$ cat src/rtl/trace_buffer.sv
// Trace recorder for the multicycle CPU. It captures {OF, ZF, F, Inst} on every
// commit into a circular buffer, and on freeze lets the operator step through the entries.
module trace_buffer #(
    parameter int DEPTH  = 16,
    parameter int ADDR_W = 4
) (
    input  logic              clk,
    input  logic              rst,
    input  logic              commit,
    input  logic [31:0]       Inst_code,
    input  logic [31:0]       CPU_F,
    input  logic              CPU_ZF,
    input  logic              CPU_OF,
    input  logic              freeze,
    input  logic              step,
    input  logic [2:0]        SW,
    output logic [7:0]        LED,
    output logic              cur_ZF,
    output logic              cur_OF,
    output logic [ADDR_W-1:0] rd_idx,
    output logic [ADDR_W:0]   count,
    output logic              reviewing,
    output logic              wrapped,
    output logic              lost
);

    typedef enum logic {
        ST_CAPTURE = 1'b0,
        ST_REVIEW  = 1'b1
    } state_t;

    localparam logic [ADDR_W:0] DEPTH_C = (ADDR_W + 1)'(DEPTH);

    state_t              state_q, state_d;
    logic [ADDR_W-1:0]   wr_ptr_q, wr_ptr_d;
    logic [ADDR_W:0]     count_q, count_d;
    logic [ADDR_W-1:0]   rd_idx_q, rd_idx_d;
    logic                wrapped_q, wrapped_d;
    logic                lost_q, lost_d;
    logic                step_prev_q, step_prev_d;
    logic [7:0]          led_q, led_d;
    logic                cur_zf_q, cur_zf_d;
    logic                cur_of_q, cur_of_d;

    logic [65:0]         mem_q [DEPTH];
    logic                mem_we;
    logic                step_rise;
    logic [ADDR_W-1:0]   rd_addr;
    logic [65:0]         entry;

    // Entry layout {OF, ZF, F[31:0], Inst[31:0]}
    always_ff @(posedge clk) begin
        if (mem_we) begin
            mem_q[wr_ptr_q] <= {CPU_OF, CPU_ZF, CPU_F, Inst_code};
        end
    end

    always_comb begin
        state_d     = state_q;
        wr_ptr_d    = wr_ptr_q;
        count_d     = count_q;
        rd_idx_d    = rd_idx_q;
        wrapped_d   = wrapped_q;
        lost_d      = lost_q;
        step_prev_d = step;
        mem_we      = 1'b0;
        step_rise   = step & ~step_prev_q;

        case (state_q)
            ST_CAPTURE: begin
                if (commit) begin
                    mem_we   = 1'b1;
                    wr_ptr_d = wr_ptr_q + ADDR_W'(1);
                    if (count_q < DEPTH_C) begin
                        count_d = count_q + (ADDR_W + 1)'(1);
                    end else begin
                        wrapped_d = 1'b1;
                    end
                end
                if (freeze) begin
                    state_d  = ST_REVIEW;
                    rd_idx_d = '0;
                end
            end
            ST_REVIEW: begin
                // Leaving review wins over a simultaneous step and clears the buffer
                if (!freeze) begin
                    state_d   = ST_CAPTURE;
                    wr_ptr_d  = '0;
                    count_d   = '0;
                    rd_idx_d  = '0;
                    wrapped_d = 1'b0;
                    lost_d    = 1'b0;
                end else begin
                    if (commit) begin
                        lost_d = 1'b1;
                    end
                    if (step_rise && (count_q != '0)) begin
                        if ({1'b0, rd_idx_q} == count_q - (ADDR_W + 1)'(1)) begin
                            rd_idx_d = '0;
                        end else begin
                            rd_idx_d = rd_idx_q + ADDR_W'(1);
                        end
                    end
                end
            end
            default: state_d = ST_CAPTURE;
        endcase
    end

    // Display path: cursor entry in review, newest entry in capture
    always_comb begin
        if (state_q == ST_REVIEW) begin
            rd_addr = wr_ptr_q - count_q[ADDR_W-1:0] + rd_idx_q;
        end else begin
            rd_addr = wr_ptr_q - ADDR_W'(1);
        end
        entry    = mem_q[rd_addr];
        led_d    = 8'h00;
        cur_zf_d = 1'b0;
        cur_of_d = 1'b0;
        if (count_q != '0) begin
            led_d    = entry[{SW, 3'b000} +: 8];
            cur_zf_d = entry[64];
            cur_of_d = entry[65];
        end
    end

    always_ff @(posedge clk or negedge rst) begin
        if (!rst) begin
            state_q     <= ST_CAPTURE;
            wr_ptr_q    <= '0;
            count_q     <= '0;
            rd_idx_q    <= '0;
            wrapped_q   <= 1'b0;
            lost_q      <= 1'b0;
            step_prev_q <= 1'b0;
            led_q       <= 8'h00;
            cur_zf_q    <= 1'b0;
            cur_of_q    <= 1'b0;
        end else begin
            state_q     <= state_d;
            wr_ptr_q    <= wr_ptr_d;
            count_q     <= count_d;
            rd_idx_q    <= rd_idx_d;
            wrapped_q   <= wrapped_d;
            lost_q      <= lost_d;
            step_prev_q <= step_prev_d;
            led_q       <= led_d;
            cur_zf_q    <= cur_zf_d;
            cur_of_q    <= cur_of_d;
        end
    end

    assign LED       = led_q;
    assign cur_ZF    = cur_zf_q;
    assign cur_OF    = cur_of_q;
    assign rd_idx    = rd_idx_q;
    assign count     = count_q;
    assign reviewing = (state_q == ST_REVIEW);
    assign wrapped   = wrapped_q;
    assign lost      = lost_q;

endmodule

$ cat config.mk
export PLATFORM = sky130hd
export DESIGN_NAME = trace_buffer
export DESIGN_NICKNAME = d
export VERILOG_FILES = /design/src/rtl/trace_buffer.sv
export SDC_FILE = /design/constraint.sdc
export NUM_CORES = 1
export LEC_CHECK = 0
export CAP_MARGIN = 20
export CORE_ASPECT_RATIO = 2
export CORE_MARGIN = 5
export CORE_UTILIZATION = 55
export DETAILED_ROUTE_END_ITERATION = 16
export HOLD_SLACK_MARGIN = 0.02
export PLACE_DENSITY = 0.72
export SLEW_MARGIN = 20
export SYNTH_ARGS = -nofsm -noshare
export SYNTH_HDL_FRONTEND = slang
export SYNTH_SLANG_ARGS = --single-unit
$ cat constraint.sdc
create_clock -name clk -period 7.7 [get_ports clk]
set_clock_uncertainty 0.2 [all_clocks]
set_input_delay 1.54 -clock clk [delete_from_list [all_inputs] [get_ports clk]]
set_output_delay 1.54 -clock clk [all_outputs]
set_load 0.1 [all_outputs]
### After elaboration in Yosys (flattened, before gate mapping)

Memory sizes are Yosys's and may differ from the RTL's.
Cells that the tools add are included.

* register bits: 27
* RAM bits: 1056
* input bits: 74
* output and inout bits: 22
* word-level logic and storage cells: 65
* memories kept: 1

Memories
* mem_q: depth 16, bits a word 66, read ports 1, clocked after memory_dff 0, wr ports 1, line 45 `logic [65:0] mem_q [DEPTH];`

* add/sub/neg operators: 7
* magnitude comparators: 1
* eq/ne operators: 8
* shifts and indexed selects: 1
* mux-type cells: 27
* bitwise gates (word level): 3
* reduce and logical (&&, ||, !) cells: 7

Operators with widths (count)
* 66-bit by 7-bit indexed part select with 8-bit output: 1
* 4-bit 2-to-1 mux: 7
* 4-bit one-hot mux with 2 select lines: 2
* 5-bit 2-to-1 mux: 3
* 1-bit 2-to-1 mux: 12
* 2-bit != test, second input constant: 6
* 5-bit one-hot mux with 2 select lines: 1
* 4-bit by 1-bit adder with 4-bit output, second input constant: 2
* 8-bit 2-to-1 mux: 1
* 2-bit AND reduction: 3
* 3-bit AND reduction: 2
* 5-bit by 1-bit adder with 5-bit output, second input constant: 1
* 4-bit by 5-bit == test with 1-bit output: 1
* 5-bit < comparator, second input constant: 1
* 5-bit nonzero test: 1
* 5-bit by 1-bit subtractor with 5-bit output, second input constant: 1
* 4-bit adder: 1
* 4-bit by 1-bit subtractor with 4-bit output, second input constant: 1
* 4-bit subtractor: 1
* 3-bit by 2-bit != test with 1-bit output, second input constant: 1
* 1-bit inverter: 2
* 1-bit one-hot mux with 2 select lines: 1
* 1-bit AND: 1
* 1-bit logical AND: 1

### Logic depth before layout (Yosys ltp)

Gate-level depths: netlist (run 1).

* depth in word-level cells: 6
* gate-level depth with buffers: 17
* gate-level depth less buffers: 13

### Worst setup path before layout (run 1)

Ideal clock, no wire load.

* path type: flip-flop to flip-flop
* from: reg rd_idx_q[1] (netlist: rd_idx[1])
* to: reg led_q[6] (netlist: LED[6])
* setup time: 120 ps
* data arrival time: 4115 ps
* data required time: 7380 ps
* path slack: 3265 ps
* cell stages (with the launch flop): 14
* buffers on the path: 2
* clock period less this slack: 4435 ps
* path through: dfrtp_1 > inv_1 > fa_1 > inv_1 > fa_1 > nor2b_1 > a21oi_1 > buf_4 > clkbuf_1 > mux4_2 > mux4_2 > o211ai_2 > o31ai_1 > o211a_1

* cells in the longest elaborated chain, start to end: 5

RTL lines
* start, declared: line 37 `logic [ADDR_W-1:0] rd_idx_q, rd_idx_d;`
* start signal, assigned: line 145 `rd_idx_q <= rd_idx_d;`
* 4-bit adder: line 114 `rd_addr = wr_ptr_q - count_q[ADDR_W-1:0] + rd_idx_q;`
* 4-bit 2-to-1 mux: line 113 `if (state_q == ST_REVIEW) begin`
* memory read 16 x 66 bit
* 66-bit by 7-bit indexed part select with 8-bit output: line 123 `led_d = entry[{SW, 3'b000} +: 8];`
* 8-bit 2-to-1 mux: line 122 `if (count_q != '0) begin`
* via led_d[6]: line 41 `logic [7:0] led_q, led_d;`
* end signal, assigned: line 149 `led_q <= led_d;`
* end, declared: line 41

The timed path passes the listed nets, and every way through them passes these cells.
A chain may end at the register's enable or synchronous reset.

### Worst setup path in the final report (run 1)

* from: reg wr_ptr_q[0]
* to: reg led_q[2] (netlist: LED[2])

* cells in the longest elaborated chain, start to end: 6
* elaborated cells between the ends (all ways): 7
* classes of those cells: 3 x add/sub; 1 x shift; 2 x mux; 1 x memory

RTL lines
* start, declared: line 35 `logic [ADDR_W-1:0] wr_ptr_q, wr_ptr_d;`
* start signal, assigned: line 143 `wr_ptr_q <= wr_ptr_d;`
* 4-bit subtractor: line 114
* 4-bit adder: line 114
* 4-bit 2-to-1 mux *: line 113
* memory read 16 x 66 bit *
* 66-bit by 7-bit indexed part select with 8-bit output *: line 123
* 8-bit 2-to-1 mux *: line 122
* via led_d[2]: line 41

Mark *: on every way through the listed nets, which the timed path passes. The rest lies on a longest branch.

==> results of run 1 <==
layout by cell type, fill, tap and decap left out, types with 16 or more instances in the layout:
| cell | instances |
|---|---|
| and2_1 | 16 |
| and2_4 | 16 |
| o21ai_0 | 27 |
| edfxtp_1 | 1056 |
| mux4_2 | 261 |
| clkbuf_16 | 94 |
| a211oi_1 | 54 |
| dfrtp_1 | 27 |
| nand3_1 | 40 |
| nor2_1 | 38 |
| and3_1 | 41 |
| clkdlybuf4s50_1 | 94 |
| nand2_1 | 107 |
| buf_4 | 34 |
stage by stage:
stage	worst slack, ns	instance area [um2]	hold WS, ns	std cells	util
floorplan	3.26	42200	0.356	1979	-
global placement	2.67	44300	0.284	3019	0.583
detailed placement	2.53	44300	0.306	3019	0.583
CTS	2.56	47400	0.322	3185	0.623
global route	2.34	47400	0.342	3185	0.623
finish	2.52	47400	0.320	3189	0.623
registers in the layout, indices dropped and copies added (netlist names):
signal       flops
mem_q         1056
LED              8
count            5
rd_idx           4
wr_ptr_q         4
cur_OF           1
cur_ZF           1
lost             1
reviewing        1
step_prev_q      1
wrapped          1
worst reg2reg max path, cell delays in order (launching register included):
cell       delay [ns]
dfrtp_1          0.48
inv_1            0.16
ha_1             0.31
inv_1            0.04
ha_1             0.20
fa_1             0.44
xnor2_1          0.17
mux2i_4          0.14
buf_4            0.58
inv_2            0.46
nand2_1          0.79
a211oi_1         0.18
nor4_1           0.58
o2bb2ai_1        0.14
a211oi_1         0.23
cell type report:
class,count,area (um2),area share
Tap cell,1015,1270,0.0268
Multi-Input combinational cell,770,9270,0.196
Inverter,17,63.8,0.00135
Clock buffer,110,2460,0.0520
Timing Repair Buffer,134,1320,0.0278
Clock inverter,56,618,0.0130
Antenna cell,4,10.0,0.000211
Sequential cell,1083,32400,0.683
per-layer routing:
layer | up-vias | global-route usage | part of all wire
met2 | 1017 | 0.424 | 0.53
met5 | - | 0 | 0.00013
met3 | 214 | 0.0452 | 0.075
met4 | 2 | 0.103 | 0.046
met1 | 11000 | 0.308 | 0.35
li1 | 8522 | - | -
power groups by stage:
stage               clock, mW  combinational [mW]  sequential (mW)
global placement            0                3.16             6.74
CTS                      4.81                3.22             6.62
finish                   4.75                3.20             6.62
global route             5.06                3.38             6.63
detailed placement          0                3.20             6.75
floorplan                   0                2.00             6.92
worst min path at each step:
stage	startpoint	to	slack, ns	depth (start not counted)
floorplan	wr_ptr_q[1]	wr_ptr_q[1]	0.36	1
global placement	lost	lost	0.28	2
detailed placement	lost	lost	0.31	2
CTS	lost	lost	0.32	2
global route	lost	lost	0.34	2
finish	wrapped	wrapped	0.32	1
cells by family after synthesis:
logic type / after synthesis / synth area share
mux: 281 / 0.144
xor+xnor: 13 / 0.00302
buf+inv: 126 / 0.0151
compound gates: 174 / 0.0321
simple gates: 286 / 0.0326
flops: 1083 / 0.767
fa+ha+maj: 16 / 0.00528
==> results by group, run 1 <==
Synth
  – Post-Syn Instances: 1979
  – Asr flop ratio synth: 0.0249
  – Post-synth top area share: 0.751
  – Area leader, netlist: edfxtp_1
  – Synth area leaders: edfxtp_1 (75%), mux4_2 (14%), dfrtp_1 (1.6%)
  – Synthesized Nets: 2069
  – Most frequent cell after synthesis: edfxtp_1
  – Top_reg_cell synth: edfxtp_1
  – Synthesized cell area: 0.0422 mm2
  – Post-synth EDFFs: 1056
  – Sequential fraction of the synthesis area: 0.767
  – Ys Warns: 0
  – Post-synthesis register bit count: 1083
  – Syn avg cell area: 21.3 um2
  – Distinct cells, synth: 59
  – Most frequent cells after synthesis: edfxtp_1 (1056), mux4_2 (261), nand2_1 (107)

Power
  – Clock share of power: 0.326
  – VDD IR max: 0.000200 V
  – LEAKAGE: 15.0 nW
  – Combinational group share of total power: 0.219
  – P_sw: 4.08 mW
  – PnR Total Power: 14.6 mW
  – Switching Share: 0.280
  – Internal: 10.5 mW
  – Seq pwr share: 0.454
  – Cell area power density: 308 mW/mm2

Clocking
  – CTS root buf: clkbuf_16
  – CTS H-tree depth: 3
  – TritonCTS buffer count: 89
  – Clock buffer depth: 3
  – Reg clk slew, reported paths: 0.08 ns
  – Hold Buf Count CTS: 0
  – CTS sink cnt: 1083
  – Worst-Skew Late Latency: 0.66 ns
  – CTS tree: done
  – PostCTS Resize Cnt: 0
  – Setup bufs post-CTS: 0

Timing
  – Slew Limit Fails: 0
  – Minimum clock period: 5.18 ns
  – Fmax: 0.193 GHz
  – Final setup TNS: 0 ns
  – Final Hold Fails: 0
  – Worst-margin pin slew: 1.06 ns
  – RSZ-0062 raised after global routing: no
  – Max_slew headroom: 0.289
  – Final setup violation count: 0
  – Period utilisation layout: 0.673

GRT
  – Number of global-route vias before repair: 21600
  – Initial antenna violation count: 4
  – Largest net degree at the start of global routing: 77
  – GRT Overall Usage: 0.246
  – Remaining Overflow, GRT: 0
  – Global-route wire length before repair: 147 mm

Critical path
  – Startpoint types: flop
  – Crit path max-delay cell type: nand2_1
  – Critical Path End Type: flop
  – Worst-path fanout max: 56
  – Reg2reg end: LED[2]
  – CP cell instances: inv_1, ha_1, inv_1, ha_1, fa_1, xnor2_1, mux2i_4, buf_4, inv_2, nand2_1, a211oi_1, nor4_1, o2bb2ai_1, a211oi_1
  – Critical Path AT: 5.54 ns
  – R2R cell count: 14
  – CP Depth: 14
  – Buf/Inv on CP: 4
  – Setup CP Type: flop to flop
  – Worst EP required: 8.06 ns
  – Worst R2R Setup Slack: 2.52 ns
  – Crit path to: LED[2]
  – Start point of the critical path: wr_ptr_q[0]
  – Crit-path leading delay family: simple AND/OR/NAND/NOR gates
  – Crit-path max cell delay: 0.78 ns
  – Reg-to-reg startpoint: wr_ptr_q[0]

Floorplanning
  – Row cnt: 143
  – Boundary pin count: 96
  – Die W: 206 um
  – Die area: 0.0827 mm2
  – Area of the core: 0.0760 mm2
  – Starting Density: 0.555
  – Die Y: 402 um

Route
  – Vias per cell: 6.50
  – Pre-antenna DRT Iters: 5
  – DRT iter0 DRCs: 2123
  – DR DRC count: 0
  – Vias: 20700
  – Detail Route Antenna Nets: 0
  – WL final: 100 mm
  – DR WL/cell: 31.4 um

Cells and area
  – Layout area overhead: 12.3%
  – Final #Nets: 2185
  – Filler instances: 5043
  – Layout cells sized above 1: 0.219

Placement
  – Routability cong.: 0.810
  – Port Buffer Count: 95
  – Final HPWL DP: 56.3 mm

Run status
  – Outcome: finished, final reports clean

Worst hold path
  – Hold WC Path Type: flop to flop

Flow run
  – Max-cap violations: 0
Power figures use the tool's default switching activity.
==> inputs of run 2 (changes only) <==
--- a/config.mk
+++ b/config.mk
@@ -11,7 +11,7 @@
 export CORE_UTILIZATION = 55
 export DETAILED_ROUTE_END_ITERATION = 16
 export HOLD_SLACK_MARGIN = 0.02
-export PLACE_DENSITY = 0.72
+export PLACE_DENSITY = 0.75
 export SLEW_MARGIN = 20
 export SYNTH_ARGS = -nofsm -noshare
 export SYNTH_HDL_FRONTEND = slang
==> constraint.sdc (replaced) <==
create_clock -name clk -period 4.5 [get_ports clk]
set_clock_uncertainty 0.2 [all_clocks]
set_input_delay 0.9 -clock clk [delete_from_list [all_inputs] [get_ports clk]]
set_output_delay 0.9 -clock clk [all_outputs]
set_load 0.1 [all_outputs]
==> run 2 against run 1 <==
Effect of this change:
- final cell count is 2.7% higher
- maximum frequency is 20% higher
- sequential share of layout area shrank 1.2 points
- wire length increased by 3.9%
- register-to-register slack lost 2.3 ns
- flip-flop and latch count stayed put
- global-route usage increased by 1.1 points
- via count up 3.0%
- clock power up 59%
- power rose by 71%
- worst hold slack got worse by 0.022 ns
- critical endpoint is now LED[1]
- largest cell class unchanged
- highest routed layer is now met4
==> results by group, run 2 (synthesis results as in run 1) <==
Run status
  – Outcome: finished, final reports clean

Floorplanning
  – Starting Density: 0.555
  – Area of the core: 0.0760 mm2
  – Die W: 206 um
  – Boundary pin count: 96
  – Die area: 0.0827 mm2
  – Die Y: 402 um
  – Row cnt: 143

Clocking
  – CTS sink cnt: 1083
  – CTS root buf: clkbuf_16
  – Reg clk slew, reported paths: 0.07 ns
  – Hold Buf Count CTS: 0
  – TritonCTS buffer count: 87
  – CTS H-tree depth: 3
  – Worst-Skew Late Latency: 0.65 ns
  – Clock buffer depth: 3
  – CTS tree: done

Power
  – Switching Share: 0.281
  – LEAKAGE: 15.4 nW
  – Combinational group share of total power: 0.241
  – Clock share of power: 0.303
  – Seq pwr share: 0.456
  – Cell area power density: 515 mW/mm2
  – VDD IR max: 0.000313 V
  – Internal: 17.9 mW
  – PnR Total Power: 24.9 mW
  – P_sw: 7.00 mW

Critical path
  – Setup CP Type: flop to flop
  – CP cell instances: inv_1, fa_1, inv_1, fa_1, nor2b_1, a21oi_4, buf_12, buf_12, buf_4, mux4_2, and3_1, a211oi_1, nor4_1, o2bb2ai_1, a211oi_1
  – Worst EP required: 4.79 ns
  – Startpoint types: flop
  – Worst R2R Setup Slack: 0.19 ns
  – Crit-path max cell delay: 0.50 ns
  – Crit path max-delay cell type: fa_1
  – Critical Path AT: 4.60 ns
  – Critical Path End Type: flop
  – Worst-path fanout max: 35

Route
  – Vias per cell: 6.52
  – Pre-antenna DRT Iters: 6
  – DR DRC count: 0
  – WL final: 104 mm
  – Vias: 21400
  – DRT iter0 DRCs: 2456
  – DR WL/cell: 31.8 um
  – Detail Route Antenna Nets: 0

Timing
  – Worst-margin pin slew: 1.02 ns
  – Final setup violation count: 0
  – Slew Limit Fails: 0
  – RSZ-0062 raised after global routing: no
  – Max_slew headroom: 0.317
  – Final setup TNS: 0 ns
  – Minimum clock period: 4.31 ns
  – Final Hold Fails: 0
  – Fmax: 0.232 GHz
  – Period utilisation layout: 0.957

Flow run
  – Max-cap violations: 0

Cells and area
  – Largest reg by FF count: mem_q
  – Non-filler cells in the finished layout: 3275
  – Layout cells sized above 1: 0.245
  – Final instance area: 0.0482 mm2
  – Most frequent cells in the layout: edfxtp_1 (1056), mux4_2 (261), nand2_1 (107), clkdlybuf4s50_1 (95), buf_4 (94)
  – Largest register FFs: 1056
  – Filler instances: 4869
  – Commonest non-fill, non-tap cell in the layout: edfxtp_1
  – Final #Nets: 2278
  – Layout Utilization: 0.634
  – Layout area overhead: 14.3%

GRT
  – Number of global-route vias before repair: 22500
  – GRT Overall Usage: 0.257
  – Initial antenna violation count: 5
  – Global-route wire length before repair: 154 mm
  – Remaining Overflow, GRT: 0
  – Largest net degree at the start of global routing: 67

Worst hold path
  – Hold WC Path Type: flop to flop

Placement
  – Final HPWL DP: 63.7 mm
  – Placed Cells: 3114
  – Routability cong.: 0.821
  – Port Buffer Count: 95
  – DP Area: 0.0454 mm2
-- run 2: power groups by stage --
stage | clock (mW) | combinational, mW | sequential, mW
2_1_floorplan | 0 | 3.43 | 11.8
3_3_place_gp | 0 | 5.86 | 11.5
3_5_place_dp | 0 | 5.97 | 11.6
4_1_cts | 7.62 | 6.01 | 11.3
5_1_grt | 8.07 | 6.28 | 11.3
6_report | 7.53 | 6.00 | 11.3
-- run 2: what timing repair did --
| action | CTS | global route |
|---|---|---|
| buffers inserted | 0 | 0 |
| endpoints found under the setup margin | 0 | 8 |
| resized for setup | 0 | 2 |
-- run 2: worst max-delay path: cells and delay by family (launching register included) --
kind,cells,cell delay [ns]
adders and majority gates,2,1.00
DFF,1,0.43
muxes,1,0.31
and+or+nand+nor,3,0.37
AOI/OAI and AO/OA,4,0.87
buffers and inverters,5,0.88
-- run 2: cell type report --
type / instances / area [um2] / share of cell area
well taps: 1015 / 1270 / 0.0263
clock buffers: 110 / 2350 / 0.0487
inverters: 17 / 63.8 / 0.00132
clock inverters: 46 / 427 / 0.00884
multi-input cells: 770 / 9280 / 0.192
repair buffers: 229 / 2460 / 0.0509
diodes: 5 / 12.5 / 0.000259
flip-flops and latches: 1083 / 32400 / 0.671
-- run 2: worst paths after layout --
path	cells after the start	from	end
worst max-delay path	15	wr_ptr_q[1]	LED[1]
worst min-delay path	2	lost	lost
worst max register to register	15	wr_ptr_q[1]	LED[1]
worst min register to register	2	lost	lost
max in group asynchronous	2	rst	LED[4]
min in group asynchronous	2	rst	wrapped
-- run 2: stage by stage --
step / setup slack (ns) / hold slack, ns
3_3_place_gp: 0.218 / 0.282
3_5_place_dp: 0.0961 / 0.284
2_1_floorplan: 0.0647 / 0.356
4_1_cts: 0.103 / 0.300
6_report: 0.194 / 0.298
5_1_grt: 0.0651 / 0.352
-- run 2: layer usage --
metal / GRT usage / vias up / part of all wire
met3: 0.0386 / 294 / 0.075
li1: - / 8708 / -
met2: 0.447 / 1153 / 0.54
met4: 0.115 / 0 / 0.050
met1: 0.320 / 11200 / 0.34
met5: 0 / - / 0
==> inputs of run 3 (changes only) <==
--- a/config.mk
+++ b/config.mk
@@ -12,7 +12,8 @@
 export DETAILED_ROUTE_END_ITERATION = 16
 export HOLD_SLACK_MARGIN = 0.02
 export PLACE_DENSITY = 0.75
-export SLEW_MARGIN = 20
+export SETUP_SLACK_MARGIN = 0.5
+export SLEW_MARGIN = 30
 export SYNTH_ARGS = -nofsm -noshare
 export SYNTH_HDL_FRONTEND = slang
 export SYNTH_SLANG_ARGS = --single-unit
==> run 3 against run 2 <==
Effect of this change:
- non-clock buffer count increased by 32
- maximum frequency grew 8.0%
- power rose by 2.5%
- core utilization is 0.92 points higher
- setup slack better by 0.32 ns
- critical path type unchanged
- largest cell class unchanged
==> results by group, run 3 (synthesis results as in run 1) <==
Critical path
  – Critical Path End Type: flop
  – Setup CP Type: flop to flop
  – R2R cell count: 13
  – Start point of the critical path: count[1]
  – Crit path to: LED[4]
  – Worst R2R Setup Slack: 0.51 ns
  – Worst EP required: 4.88 ns
  – Worst-path fanout max: 48
  – Startpoint types: flop
  – Reg2reg end: LED[4]
  – Reg-to-reg startpoint: count[1]
  – Critical Path AT: 4.36 ns

Clocking
  – CTS root buf: clkbuf_16
  – Clock buffer depth: 3
  – Hold Buf Count CTS: 0
  – Reg clk slew, reported paths: 0.07 ns
  – CTS sink cnt: 1083
  – CTS tree: done
  – Worst-Skew Late Latency: 0.67 ns
  – CTS H-tree depth: 3
  – TritonCTS buffer count: 87

Floorplanning
  – Die W: 206 um
  – Die area: 0.0827 mm2
  – Starting Density: 0.555
  – Die Y: 402 um
  – Boundary pin count: 96
  – Row cnt: 143
  – Area of the core: 0.0760 mm2

GRT
  – Initial antenna violation count: 6
  – Largest net degree at the start of global routing: 67
  – Global-route wire length before repair: 154 mm
  – Remaining Overflow, GRT: 0
  – GRT Overall Usage: 0.259
  – Number of global-route vias before repair: 22700

Cells and area
  – Filler instances: 4793
  – Largest reg by FF count: mem_q
  – Commonest non-fill, non-tap cell in the layout: edfxtp_1
  – Non-filler cells in the finished layout: 3312
  – Most frequent cells in the layout: edfxtp_1 (1056), mux4_2 (261), buf_4 (109), nand2_1 (107), clkdlybuf4s50_1 (95)
  – Layout cells sized above 1: 0.272
  – Final instance area: 0.0489 mm2
  – Final #Nets: 2311
  – Largest register FFs: 1056
  – Layout Utilization: 0.644
  – Layout area overhead: 16.0%

Route
  – WL final: 107 mm
  – Vias: 21800
  – DR DRC count: 0
  – Pre-antenna DRT Iters: 5
  – Detail Route Antenna Nets: 0
  – DR WL/cell: 32.2 um
  – Vias per cell: 6.58
  – DRT iter0 DRCs: 2614

Power
  – Clock share of power: 0.300
  – Switching Share: 0.284
  – Combinational group share of total power: 0.255
  – P_sw: 7.24 mW
  – Cell area power density: 521 mW/mm2
  – Seq pwr share: 0.445
  – LEAKAGE: 15.7 nW
  – Internal: 18.3 mW
  – VDD IR max: 0.000300 V

Timing
  – RSZ-0062 raised after global routing: yes
  – Max_slew headroom: 0.327
  – Fmax: 0.251 GHz
  – Minimum clock period: 3.99 ns
  – Period utilisation layout: 0.886
  – Worst-margin pin slew: 1.01 ns
  – Slew Limit Fails: 0
  – Final setup violation count: 0
  – Final Hold Fails: 0

Worst hold path
  – Hold WC Path Type: flop to flop

Placement
  – Port Buffer Count: 95
  – Final HPWL DP: 63.3 mm
  – DP Area: 0.0455 mm2
  – Routability cong.: 0.830
  – Placed Cells: 3117

Run status
  – Outcome: finished, final reports clean

Flow run
  – Max-cap violations: 0
==> run 3: cell types whose count changed in the layout (fill, tap and decap cells not counted), sizes merged <==
cell | before | now
inv | 16 | 19
bufinv | 7 | 8
clkinvlp | 6 | 5
bufbuf | 0 | 1
diode | 5 | 3
buf | 134 | 163
a21o | 1 | 2
clkbuf | 110 | 115
==> run 3: layout make-up <==
cell class | instances | area (um2) | area share
tap | 1015 | 1270 | 0.0259
sequential | 1083 | 32400 | 0.662
antenna | 3 | 7.51 | 0.000153
clock inverter | 49 | 479 | 0.00979
timing repair buffer | 261 | 2910 | 0.0595
inverter | 17 | 66.3 | 0.00135
multi-input combinational | 771 | 9440 | 0.193
clock buffer | 113 | 2370 | 0.0484
==> run 3: routing by layer <==
layer	global-route usage	routed length [um]	part of all wire
met4	0.123	6000	0.056
met3	0.0429	8240	0.077
met2	0.455	57400	0.54
met1	0.313	34900	0.33
met5	0	38	0.00036
==> run 3: worst min path at each step <==
stage | from | endpoint | cells after the start
detailed placement | lost | lost | 2
finish | wrapped | wrapped | 1
CTS | lost | lost | 2
global placement | lost | lost | 2
floorplan | wr_ptr_q[1] | wr_ptr_q[1] | 1
global route | wrapped | wrapped | 1
==> run 3: through the flow <==
step,TNS (ns),hold WS [ns],total power [mW],worst slack [ns]
after global routing,0,0.346,26.3,0.416
final,0,0.321,25.5,0.514
after CTS,0,0.319,25.4,0.488
after global placement,0,0.284,17.4,0.0751
after detailed placement,-0.0519,0.302,17.5,-0.0434
after floorplan,0,0.356,15.3,0.507
==> run 3: timing repair <==
| action | CTS | global route |
|---|---|---|
| pin swaps | 7 | 10 |
| endpoints found under the setup margin | 10 | 8 |
| gates resized for setup | 32 | 18 |
| setup buffers | 17 | 7 |
| gates cloned | 4 | 2 |
==> run 3: worst max-delay path: stages (launching register included) <==
cell      delay [ns]
dfrtp_2         0.43
fa_1            0.56
inv_2           0.05
buf_4           0.14
ha_4            0.28
nand3_4         0.10
and3b_2         0.25
o311ai_4        0.38
buf_8           0.35
and3_1          0.24
a211oi_1        0.05
a31oi_1         0.31
o221ai_2        0.20
a211oi_2        0.30
==> run 3: power groups by stage <==
stage | sequential [mW] | clock [mW] | combinational [mW]
2_1_floorplan | 11.8 | 0 | 3.43
6_report | 11.3 | 7.66 | 6.50
4_1_cts | 11.3 | 7.76 | 6.33
3_5_place_dp | 11.6 | 0 | 5.95
5_1_grt | 11.3 | 8.16 | 6.78
3_3_place_gp | 11.6 | 0 | 5.86
